**src/rtl/div_unit.sv**
```systemverilog
// -----------------------------------------------------------------------------
// div_unit -- multi-cycle restoring integer divider (one quotient bit / clock)
//
// Computes quotient and remainder of dividend / divisor in either unsigned or
// two's-complement mode. Results are truncated toward zero and the remainder
// carries the sign of the dividend. A start/busy/done handshake lets the
// control unit stall the pipeline while the division runs. Quotient and
// remainder are registered and feed the writeback-select mux directly.
//
// Optional feature (compile-time macro DIV_EARLY_OUT_EN):
//   When defined, a division by zero or one with |dividend| < |divisor|
//   skips the iteration loop and completes 2 cycles after the start edge.
//   When undefined, every division takes bitwidth+1 cycles.
//
// Ports:
//   clk          in   rising-edge clock
//   rst          in   synchronous active-high reset
//   start        in   request a division (accepted in IDLE or DONE)
//   is_signed    in   1 = two's-complement, 0 = unsigned; sampled with start
//   dividend     in   [bitwidth-1:0] numerator; sampled with start
//   divisor      in   [bitwidth-1:0] denominator; sampled with start
//   busy         out  high while a division is in progress
//   done         out  one-cycle pulse when results become valid
//   quotient     out  [bitwidth-1:0] registered quotient
//   remainder    out  [bitwidth-1:0] registered remainder
//   div_by_zero  out  registered flag: last division had divisor == 0
// -----------------------------------------------------------------------------
module div_unit #(
    parameter int bitwidth = 32
) (
    input  logic                clk,
    input  logic                rst,
    input  logic                start,
    input  logic                is_signed,
    input  logic [bitwidth-1:0] dividend,
    input  logic [bitwidth-1:0] divisor,
    output logic                busy,
    output logic                done,
    output logic [bitwidth-1:0] quotient,
    output logic [bitwidth-1:0] remainder,
    output logic                div_by_zero
);

    localparam int cnt_w = (bitwidth > 2) ? $clog2(bitwidth) : 1;
    localparam logic [cnt_w-1:0] cnt_one  = cnt_w'(1);
    localparam logic [cnt_w-1:0] cnt_zero = cnt_w'(0);
    localparam logic [cnt_w-1:0] cnt_load = cnt_w'(bitwidth - 1);

    typedef enum logic [1:0] {
        IDLE = 2'd0,
        CALC = 2'd1,
        FIX  = 2'd2,
        DONE = 2'd3
    } state_t;

    // Two's-complement negation at the operand width.
    function automatic logic [bitwidth-1:0] negate(input logic [bitwidth-1:0] v);
        return (~v) + {{(bitwidth-1){1'b0}}, 1'b1};
    endfunction

    state_t              state_r;
    state_t              next_state_s;

    logic [cnt_w-1:0]    cnt_r;
    logic                sgn_mode_r;     // division was signed
    logic                dvd_neg_r;      // dividend was negative (signed mode)
    logic                dvs_neg_r;      // divisor was negative (signed mode)
    logic                dvs_zero_r;     // divisor was zero
    logic [bitwidth-1:0] orig_dvd_r;     // original dividend, for /0 result
    logic [bitwidth-1:0] dvd_r;          // dividend magnitude, shifts into quotient
    logic [bitwidth-1:0] dvs_r;          // divisor magnitude
    logic [bitwidth-1:0] rem_r;          // partial remainder (always < divisor)

`ifdef DIV_EARLY_OUT_EN
    logic                early_r;        // skip iterations for this division
`endif

    logic                accept_s;
    logic                dvd_neg_s;
    logic                dvs_neg_s;
    logic [bitwidth-1:0] dvd_mag_s;
    logic [bitwidth-1:0] dvs_mag_s;

    logic [bitwidth:0]   rem_shift_s;
    logic [bitwidth:0]   diff_s;
    logic                borrow_s;
    logic                q_bit_s;
    logic [bitwidth-1:0] rem_next_s;
    logic                unused_diff_msb_s;

    logic [bitwidth-1:0] q_fix_s;
    logic [bitwidth-1:0] r_fix_s;

    // A start is only honoured when no division is in flight.
    assign accept_s = start && ((state_r == IDLE) || (state_r == DONE));

    // Operand magnitudes: absolute value in signed mode, raw value otherwise.
    always_comb begin
        dvd_neg_s = is_signed & dividend[bitwidth-1];
        dvs_neg_s = is_signed & divisor[bitwidth-1];
        if (dvd_neg_s) begin
            dvd_mag_s = negate(dividend);
        end else begin
            dvd_mag_s = dividend;
        end
        if (dvs_neg_s) begin
            dvs_mag_s = negate(divisor);
        end else begin
            dvs_mag_s = divisor;
        end
    end

    // One restoring iteration: shift in next dividend bit, trial-subtract.
    always_comb begin
        rem_shift_s             = {rem_r, dvd_r[bitwidth-1]};
        {borrow_s, diff_s}      = {1'b0, rem_shift_s} - {2'b00, dvs_r};
        q_bit_s                 = ~borrow_s;
        // A successful subtraction leaves a value below the divisor, so its
        // top bit is always zero and the remainder fits bitwidth bits.
        unused_diff_msb_s       = diff_s[bitwidth];
        if (borrow_s) begin
            rem_next_s = rem_shift_s[bitwidth-1:0];
        end else begin
            rem_next_s = diff_s[bitwidth-1:0];
        end
    end

    // Final result selection including sign correction and special cases.
    always_comb begin
        q_fix_s = dvd_r;
        r_fix_s = rem_r;
        if (dvs_zero_r) begin
            q_fix_s = {bitwidth{1'b1}};
            r_fix_s = orig_dvd_r;
`ifdef DIV_EARLY_OUT_EN
        end else if (early_r) begin
            q_fix_s = {bitwidth{1'b0}};
            r_fix_s = orig_dvd_r;
`endif
        end else begin
            // Most-negative / -1 naturally yields the most-negative value here.
            if (sgn_mode_r && (dvd_neg_r ^ dvs_neg_r)) begin
                q_fix_s = negate(dvd_r);
            end else begin
                q_fix_s = dvd_r;
            end
            if (sgn_mode_r && dvd_neg_r) begin
                r_fix_s = negate(rem_r);
            end else begin
                r_fix_s = rem_r;
            end
        end
    end

    // Next-state logic.
    always_comb begin
        next_state_s = state_r;
        case (state_r)
            IDLE: begin
                if (accept_s) begin
                    next_state_s = CALC;
                end else begin
                    next_state_s = IDLE;
                end
            end
            CALC: begin
`ifdef DIV_EARLY_OUT_EN
                if (early_r || (cnt_r == cnt_zero)) begin
`else
                if (cnt_r == cnt_zero) begin
`endif
                    next_state_s = FIX;
                end else begin
                    next_state_s = CALC;
                end
            end
            FIX: begin
                next_state_s = DONE;
            end
            DONE: begin
                if (accept_s) begin
                    next_state_s = CALC;
                end else begin
                    next_state_s = IDLE;
                end
            end
            default: begin
                next_state_s = IDLE;
            end
        endcase
    end

    // State register.
    always_ff @(posedge clk) begin
        if (rst) begin
            state_r <= IDLE;
        end else begin
            state_r <= next_state_s;
        end
    end

    // Datapath and registered outputs.
    always_ff @(posedge clk) begin
        if (rst) begin
            busy        <= 1'b0;
            done        <= 1'b0;
            quotient    <= {bitwidth{1'b0}};
            remainder   <= {bitwidth{1'b0}};
            div_by_zero <= 1'b0;
            cnt_r       <= cnt_zero;
            sgn_mode_r  <= 1'b0;
            dvd_neg_r   <= 1'b0;
            dvs_neg_r   <= 1'b0;
            dvs_zero_r  <= 1'b0;
            orig_dvd_r  <= {bitwidth{1'b0}};
            dvd_r       <= {bitwidth{1'b0}};
            dvs_r       <= {bitwidth{1'b0}};
            rem_r       <= {bitwidth{1'b0}};
`ifdef DIV_EARLY_OUT_EN
            early_r     <= 1'b0;
`endif
        end else begin
            done <= 1'b0;
            case (state_r)
                IDLE, DONE: begin
                    if (accept_s) begin
                        busy       <= 1'b1;
                        sgn_mode_r <= is_signed;
                        dvd_neg_r  <= dvd_neg_s;
                        dvs_neg_r  <= dvs_neg_s;
                        dvs_zero_r <= (divisor == {bitwidth{1'b0}});
                        orig_dvd_r <= dividend;
                        dvd_r      <= dvd_mag_s;
                        dvs_r      <= dvs_mag_s;
                        rem_r      <= {bitwidth{1'b0}};
                        cnt_r      <= cnt_load;
`ifdef DIV_EARLY_OUT_EN
                        early_r    <= (divisor == {bitwidth{1'b0}}) ||
                                      (dvd_mag_s < dvs_mag_s);
`endif
                    end
                end
                CALC: begin
                    rem_r <= rem_next_s;
                    dvd_r <= {dvd_r[bitwidth-2:0], q_bit_s};
                    cnt_r <= cnt_r - cnt_one;
                end
                FIX: begin
                    quotient    <= q_fix_s;
                    remainder   <= r_fix_s;
                    div_by_zero <= dvs_zero_r;
                    busy        <= 1'b0;
                    done        <= 1'b1;
                end
                default: begin
                    busy <= 1'b0;
                end
            endcase
        end
    end

endmodule

```
**config.mk**
```make
export PLATFORM = sky130hd
export DESIGN_NAME = div_unit
export DESIGN_NICKNAME = d
export VERILOG_FILES = /design/src/rtl/div_unit.sv
export SDC_FILE = /design/constraint.sdc
export NUM_CORES = 1
export LEC_CHECK = 0
export BUFFER_PORTS_ARGS = -buffer_cell sky130_fd_sc_hd__buf_2
export CAP_MARGIN = 10
export CORE_ASPECT_RATIO = 1.25
export CORE_MARGIN = 5
export CORE_UTILIZATION = 30
export CTS_CLUSTER_SIZE = 12
export DETAILED_ROUTE_END_ITERATION = 10
export GPL_ROUTABILITY_DRIVEN = 0
export HOLD_SLACK_MARGIN = 0.12
export PLACE_DENSITY = 0.52
export SLEW_MARGIN = 30
export SYNTH_ARGS = -nofsm -noshare
export SYNTH_HDL_FRONTEND = slang
export SYNTH_SLANG_ARGS = --single-unit
```
**constraint.sdc**
```tcl
create_clock -name clk -period 6 [get_ports clk]
set_input_delay 0.3 -clock clk [delete_from_list [all_inputs] [get_ports clk]]
set_output_delay 0.3 -clock clk [all_outputs]
set_load 0.1 [all_outputs]
```
Word-level counts from Yosys, hierarchy flattened
Cells that the tools add are included.

word-level totals
  register bits = 206
  bits of input ports = 68

cells by class
  $add $sub $neg = 6
  reductions and logical operators = 13
  equal/unequal tests = 4
  muxes and demuxes = 19
  bitwise gates (word level) = 8

operators by type and width
  kind                                                                      number
  32-bit two-way mux                                                        9
  32-bit by 1-bit adder with 32-bit output (second input constant)          4
  32-bit inverter                                                           4
  32-bit case mux with 2 select lines                                       2
  33-bit by 32-bit subtractor with 34-bit output                            1
  32-bit zero test                                                          1
  5-bit case mux with 2 select lines                                        1
  2-bit case mux with 3 select lines                                        1
  2-bit AND reduction                                                       3
  5-bit zero test                                                           1
  5-bit two-way mux                                                         1
  5-bit by 1-bit subtractor with 5-bit output (second input constant)       1
  2-bit equality test (second input constant)                               2
  2-bit nonzero test                                                        2
  1-bit logical AND                                                         3
  1-bit two-way mux                                                         3
  1-bit bitwise AND                                                         2
  2-bit by 1-bit equality test with 1-bit output (second input constant)    1
  2-bit zero test                                                           1
  2-bit two-way mux                                                         1
  2-bit by 1-bit inequality test with 1-bit output (second input constant)  1
  1-bit case mux with 2 select lines                                        1
  2-bit OR reduction                                                        1
  1-bit logical OR                                                          1
  other kinds (2)                                                           2

Longest topological paths before layout
  word-level depth = 5
  mapped depth = 12

Least setup slack after synthesis
Ideal clock, no wire load.

  path kind = register to register
  start point = register rem_r[0]
  end point = register dvd_r[0]
  buffers on the path = 1
  slack = 2865 ps
  data arrival time = 3007 ps
  cell stages (with the launch flop) = 12
  clock period less this slack = 3135 ps
  required time = 5872 ps
  cells stage by stage = dfxtp_1 -> ha_1 -> nor2b_1 -> o31a_1 -> o31a_1 -> a2111oi_4 -> o211ai_2 -> a21oi_4 -> nor2_2 -> buf_2 -> a222oi_1 -> nor2_1

between the ends
  cells in the longest elaborated chain, start to end = 3

ends and longest elaborated chain
  element                                         line  RTL
  from (decl)                                     72    logic [bitwidth-1:0] rem_r;
  from (signal assigned)                          218   rem_r <= {bitwidth{1'b0}};
  from (signal assigned)                          235   rem_r <= {bitwidth{1'b0}};
  from (signal assigned)                          244   rem_r <= rem_next_s;
  33-bit by 32-bit subtractor with 34-bit output  116   {borrow_s, diff_s} = {1'b0, rem_shift_s} - {2'b00, dvs_r};
  1-bit inverter                                  117   q_bit_s = ~borrow_s;
  32-bit case mux with 2 select lines             224   case (state_r)
  to (signal assigned)                            216   dvd_r <= {bitwidth{1'b0}};
  to (signal assigned)                            233   dvd_r <= dvd_mag_s;
  to (signal assigned)                            245   dvd_r <= {dvd_r[bitwidth-2:0], q_bit_s};
  to (decl)                                       70    logic [bitwidth-1:0] dvd_r;

Every way passes these cells.
A chain may end at the register's enable or synchronous reset.

Worst setup path after layout
  start point = register rem_r[1]
  end point = register rem_r[3]

between the ends
  cells in the longest elaborated chain, start to end = 3

ends and longest elaborated chain
  element                                         line  RTL
  33-bit by 32-bit subtractor with 34-bit output  116
  32-bit two-way mux                              121   if (borrow_s) begin
  32-bit case mux with 2 select lines             224

Every way passes these cells.

==> summary.log <==
qor: worst_setup_path.r2r-start rem_r[1]
qor: clocking.hold_buffers 51
qor: detailed_routing.wl 36100 µm
qor: synth.yosys_most_used_dff sky130_fd_sc_hd__dfxtp_1
qor: worst_setup_path.endpoint_kind register
qor: clocking.clock_insertion_delay_worst_skew 0.53 ns
qor: cells_and_area.diodes 0
qor: floorplan.chipHeight 233 µm
qor: sta.setup_viol 0
qor: synth.synthesis_stage_register_bit_count 206
qor: sta.rsz0062_at_grt no
qor: worst_setup_path.crit_arrival 4.00 ns
qor: synth.sequential_cell_area_fraction_in_the_yosys_report 0.344
qor: floorplan.floorplan.die_area 44100 µm²
qor: sta.max_freq 278 MHz
qor: min_path.worstHoldEndpoint dvs_r[2]
qor: sta.timing.clock.skew 0.0256 ns
qor: detailed_routing.wl_per_cell 16.8 µm
qor: power_and_ir_drop.max-vdd-ir-drop 0.189 mV
qor: worst_setup_path.r2r_end rem_r[3]
qor: synth.synthTopCellsByArea sky130_fd_sc_hd__dfxtp_1 (34%), sky130_fd_sc_hd__nor2_1 (5.6%), sky130_fd_sc_hd__nand2_1 (5.5%), sky130_fd_sc_hd__xor2_1 (5.1%), sky130_fd_sc_hd__xnor2_1 (5.0%)
qor: cells_and_area.final_core_util 0.365
qor: cells_and_area.layout-area-overhead-vs-synth 19.7%
qor: power_and_ir_drop.sw_ratio 0.357
qor: floorplan.core 39300 µm²
qor: min_path.worst_hold_path.num_cells 3
qor: power_and_ir_drop.p_leak 5.60 nW
qor: placed_design.placedCellCount 2057
qor: global_route.overflow 0
qor: detailed_routing.via_count 11000
qor: power_and_ir_drop.power_report.internal_total 2.81 mW
qor: min_path.hold_class in2reg
qor: power_and_ir_drop.power.total 4.37 mW
qor: power_and_ir_drop.power.share.clock 0.328
qor: detailed_routing.ant_nets 0
qor: synth.post_syn_area 12000 µm²
qor: sta.worst_hold_slack 0.148 ns
qor: status.run_status finished, final reports clean
qor: global_route.grt_max_degree 89
qor: clocking.cts_buffers 23
qor: global_route.track_usage 0.157
qor: sta.tightest_slew 0.979 ns
qor: placed_design.placed_area 13100 µm²
qor: detailed_routing.drt-initial-drc-count 737
qor: clocking.tritoncts yes
qor: floorplan.floorplan.initialDensity 0.305
qor: clocking.post_cts.repair.setup_buffers 0
qor: floorplan.die_w 189 µm
qor: placed_design.dp.final_hpwl 26700 µm
qor: sta.hold_viol 0
qor: cells_and_area.num-nets-final 1743
qor: synth.postSynth.asyncResetShare 0
qor: min_path.worst_hold_startpoint divisor[2]
qor: synth.post-synth-top-area-fraction 0.344
qor: synth.synth_largest_area_cell sky130_fd_sc_hd__dfxtp_1
qor: sta.post-route-min-period 3.59 ns
qor: global_route.antenna_found_initial 0
qor: run.max_capacitance_violation_count 0
qor: cells_and_area.postLayoutCellArea 14300 µm²
qor: detailed_routing.detailedRoute.firstPassIterationCount 5
qor: floorplan.num_rows 81
qor: sta.timing.max_slew.rel_slack 0.346
qor: worst_setup_path.worst_ep_required_time 6.40 ns
qor: detailed_routing.routed_via_density 5.14
qor: cells_and_area.multi_input_comb_area 7290 µm²
qor: cells_and_area.ff_latch_area 4130 µm²
qor: clocking.max-clock-path-buffers 3
qor: worst_setup_path.r2r_cells 10
qor: clocking.clock_pin_slew_worst_setup_and_hold_paths 0.06 ns
qor: detailed_routing.post-route-drc-count 0
qor: clocking.postCtsResizedCells 0
qor: placed_design.place.port_buffers 134
qor: power_and_ir_drop.share_seq_of_total_power 0.373
qor: sta.final.setup.tns 0 ns
qor: cells_and_area.drive_gt1_frac 0.130
qor: synth.synthesis.area_per_instance 7.96 µm²
qor: cells_and_area.final_cell_count_no_fill 2149
qor: placed_design.dpl_worst_slack 2.42 ns
qor: synth.synth.yosys.warnings 0
qor: floorplan.io_pins 135
qor: clocking.cts_sinks 206
qor: clocking.cts.htree.levels 1
qor: worst_setup_path.reg2reg_setup_slack 2.41 ns
qor: sta.timing.final.ws_setup 2.41 ns
qor: global_route.grt_pass1_vias 10700
qor: global_route.grt_pass1_wl 57400 µm
qor: synth.synth_cells 1505
qor: worst_setup_path.critPathLaunchType register
qor: power_and_ir_drop.comb_power_share 0.299
qor: sta.slew_viol_final 0
qor: worst_setup_path.crit_fanout 22
qor: clocking.cts-root-buf sky130_fd_sc_hd__clkbuf_16
qor: synth.syn_nets 1613
qor: cells_and_area.num-fill-cells 4170
qor: worst_setup_path.crit_type reg2reg
qor: sta.final.period_utilization 0.599
qor: power_and_ir_drop.power.density_cell_area 304 nW/µm²
qor: power_and_ir_drop.net-switching-power 1.56 mW
qor: synth.netlist-cell-type-count 71
qor: synth.synth_edf_count 0
-- cell usage in the layout, fill, tap and decap left out, types with 11 or more instances in the layout --
master	Yosys	routed
sky130_fd_sc_hd__ha_1	39	38
sky130_fd_sc_hd__a31oi_1	11	11
sky130_fd_sc_hd__dfxtp_1	206	205
sky130_fd_sc_hd__mux2i_1	41	41
sky130_fd_sc_hd__nor3_1	31	31
sky130_fd_sc_hd__a21o_1	11	11
sky130_fd_sc_hd__a21oi_1	118	117
sky130_fd_sc_hd__o31ai_1	20	20
sky130_fd_sc_hd__clkbuf_16	0	23
sky130_fd_sc_hd__a211oi_1	56	56
sky130_fd_sc_hd__xnor2_1	68	68
sky130_fd_sc_hd__nand2b_1	17	16
sky130_fd_sc_hd__or3_1	15	15
sky130_fd_sc_hd__a222oi_1	31	31
sky130_fd_sc_hd__xor2_1	70	70
sky130_fd_sc_hd__buf_4	0	12
sky130_fd_sc_hd__o21ai_0	93	93
sky130_fd_sc_hd__nor4_1	12	12
sky130_fd_sc_hd__nor2_1	179	177
sky130_fd_sc_hd__nand3_1	11	11
sky130_fd_sc_hd__inv_1	65	65
sky130_fd_sc_hd__nand2_1	175	175
sky130_fd_sc_hd__buf_2	3	133
sky130_fd_sc_hd__dlygate4sd3_1	0	51
-- how the worst max path moves through the flow --
| stage | from | endpoint | slack, ns |
|---|---|---|---|
| floorplan | rem_r[0] | dvd_r[0] | 2.87 |
| CTS | rem_r[0] | rem_r[3] | 2.41 |
| global route | rem_r[1] | rem_r[3] | 2.21 |
| finish | rem_r[1] | rem_r[3] | 2.41 |
| global placement | rem_r[0] | rem_r[3] | 2.46 |
| detailed placement | rem_r[0] | rem_r[3] | 2.42 |
-- final cells by class --
| cell class | instances | area share |
|---|---|---|
| tap | 498 | 0.0435 |
| multi-input combinational | 1141 | 0.509 |
| inverter | 66 | 0.0173 |
| sequential | 206 | 0.288 |
| clock inverter | 5 | 0.00567 |
| timing repair buffer | 197 | 0.0902 |
| clock buffer | 36 | 0.0470 |
-- per-layer routing --
metal  vias to the layer above  share of wire  track usage
met4                         0          0.022       0.0442
met2                       249           0.50        0.283
met5                         -              0            0
met1                      5115           0.44        0.195
li1                       5631              -            -
met3                        42          0.044       0.0218
-- critical path, stage by stage, from the launching register on --
cell and delay [ns]:
sky130_fd_sc_hd__dfxtp_1 0.56, sky130_fd_sc_hd__ha_1 0.35, sky130_fd_sc_hd__o21a_1 0.19, sky130_fd_sc_hd__o31a_1 0.13, sky130_fd_sc_hd__o31a_1 0.36, sky130_fd_sc_hd__a2111oi_4 0.57, sky130_fd_sc_hd__o211ai_2 0.20, sky130_fd_sc_hd__a21oi_4 0.32
sky130_fd_sc_hd__nor2_4 0.24, sky130_fd_sc_hd__mux2_1 0.36, sky130_fd_sc_hd__a22o_1 0.19
-- synthesized netlist by cell type, types with 5 or more instances --
library cell and count:
sky130_fd_sc_hd__inv_1 65, sky130_fd_sc_hd__and2_1 7, sky130_fd_sc_hd__a22o_1 5, sky130_fd_sc_hd__or3_1 15
sky130_fd_sc_hd__nand2b_1 17, sky130_fd_sc_hd__nor4_1 12, sky130_fd_sc_hd__a311oi_1 8, sky130_fd_sc_hd__clkbuf_1 85
sky130_fd_sc_hd__nor2b_1 8, sky130_fd_sc_hd__o21a_1 8, sky130_fd_sc_hd__nor2_1 179, sky130_fd_sc_hd__or4_1 10
sky130_fd_sc_hd__xnor2_1 68, sky130_fd_sc_hd__o22ai_1 9, sky130_fd_sc_hd__nand3b_1 5, sky130_fd_sc_hd__ha_1 39
sky130_fd_sc_hd__o32ai_1 5, sky130_fd_sc_hd__o41ai_1 8, sky130_fd_sc_hd__nand3_1 11, sky130_fd_sc_hd__xor2_1 70
sky130_fd_sc_hd__a21o_1 11, sky130_fd_sc_hd__a31oi_1 11, sky130_fd_sc_hd__dfxtp_1 206, sky130_fd_sc_hd__o21ai_0 93
sky130_fd_sc_hd__nor3_1 31, sky130_fd_sc_hd__a21oi_1 118, sky130_fd_sc_hd__o31ai_1 20, sky130_fd_sc_hd__a222oi_1 31
sky130_fd_sc_hd__and3_1 5, sky130_fd_sc_hd__nand2_1 175, sky130_fd_sc_hd__mux2i_1 41, sky130_fd_sc_hd__a211oi_1 56
-- registers in the layout (all words and copies together) (netlist names) --
| register | count |
|---|---|
| dvd_r | 32 |
| sgn_mode_r | 1 |
| quotient | 32 |
| dvs_zero_r | 1 |
| dvs_neg_r | 1 |
| busy | 1 |
| done | 1 |
| orig_dvd_r | 32 |
| cnt_r | 5 |
| rem_r | 32 |
| remainder | 32 |
| state_r | 2 |
| div_by_zero | 1 |
| dvs_r | 32 |
| dvd_neg_r | 1 |
-- power groups by stage --
stage,Combinational (mW),Clock [mW],Sequential (mW)
2_1_floorplan,0.800,0,1.81
3_3_place_gp,1.26,0,1.65
3_5_place_dp,1.28,0,1.66
4_1_cts,1.31,1.48,1.63
5_1_grt,1.44,1.53,1.65
6_report,1.31,1.43,1.63
-- logic make-up (layout without fill, tap and decap cells) --
logic type	Yosys count	count (layout)	share of synthesized area
AO/OA/AOI/OAI	423	423	0.235
XOR/XNOR	138	138	0.101
adder cells (fa/ha/maj)	40	40	0.0424
buffers and inverters	158	304	0.0498
flip-flops	206	206	0.344
multiplexers	45	45	0.0380
AND/OR/NAND/NOR	495	495	0.189
No activity file was read; power rests on OpenSTA's default activity.
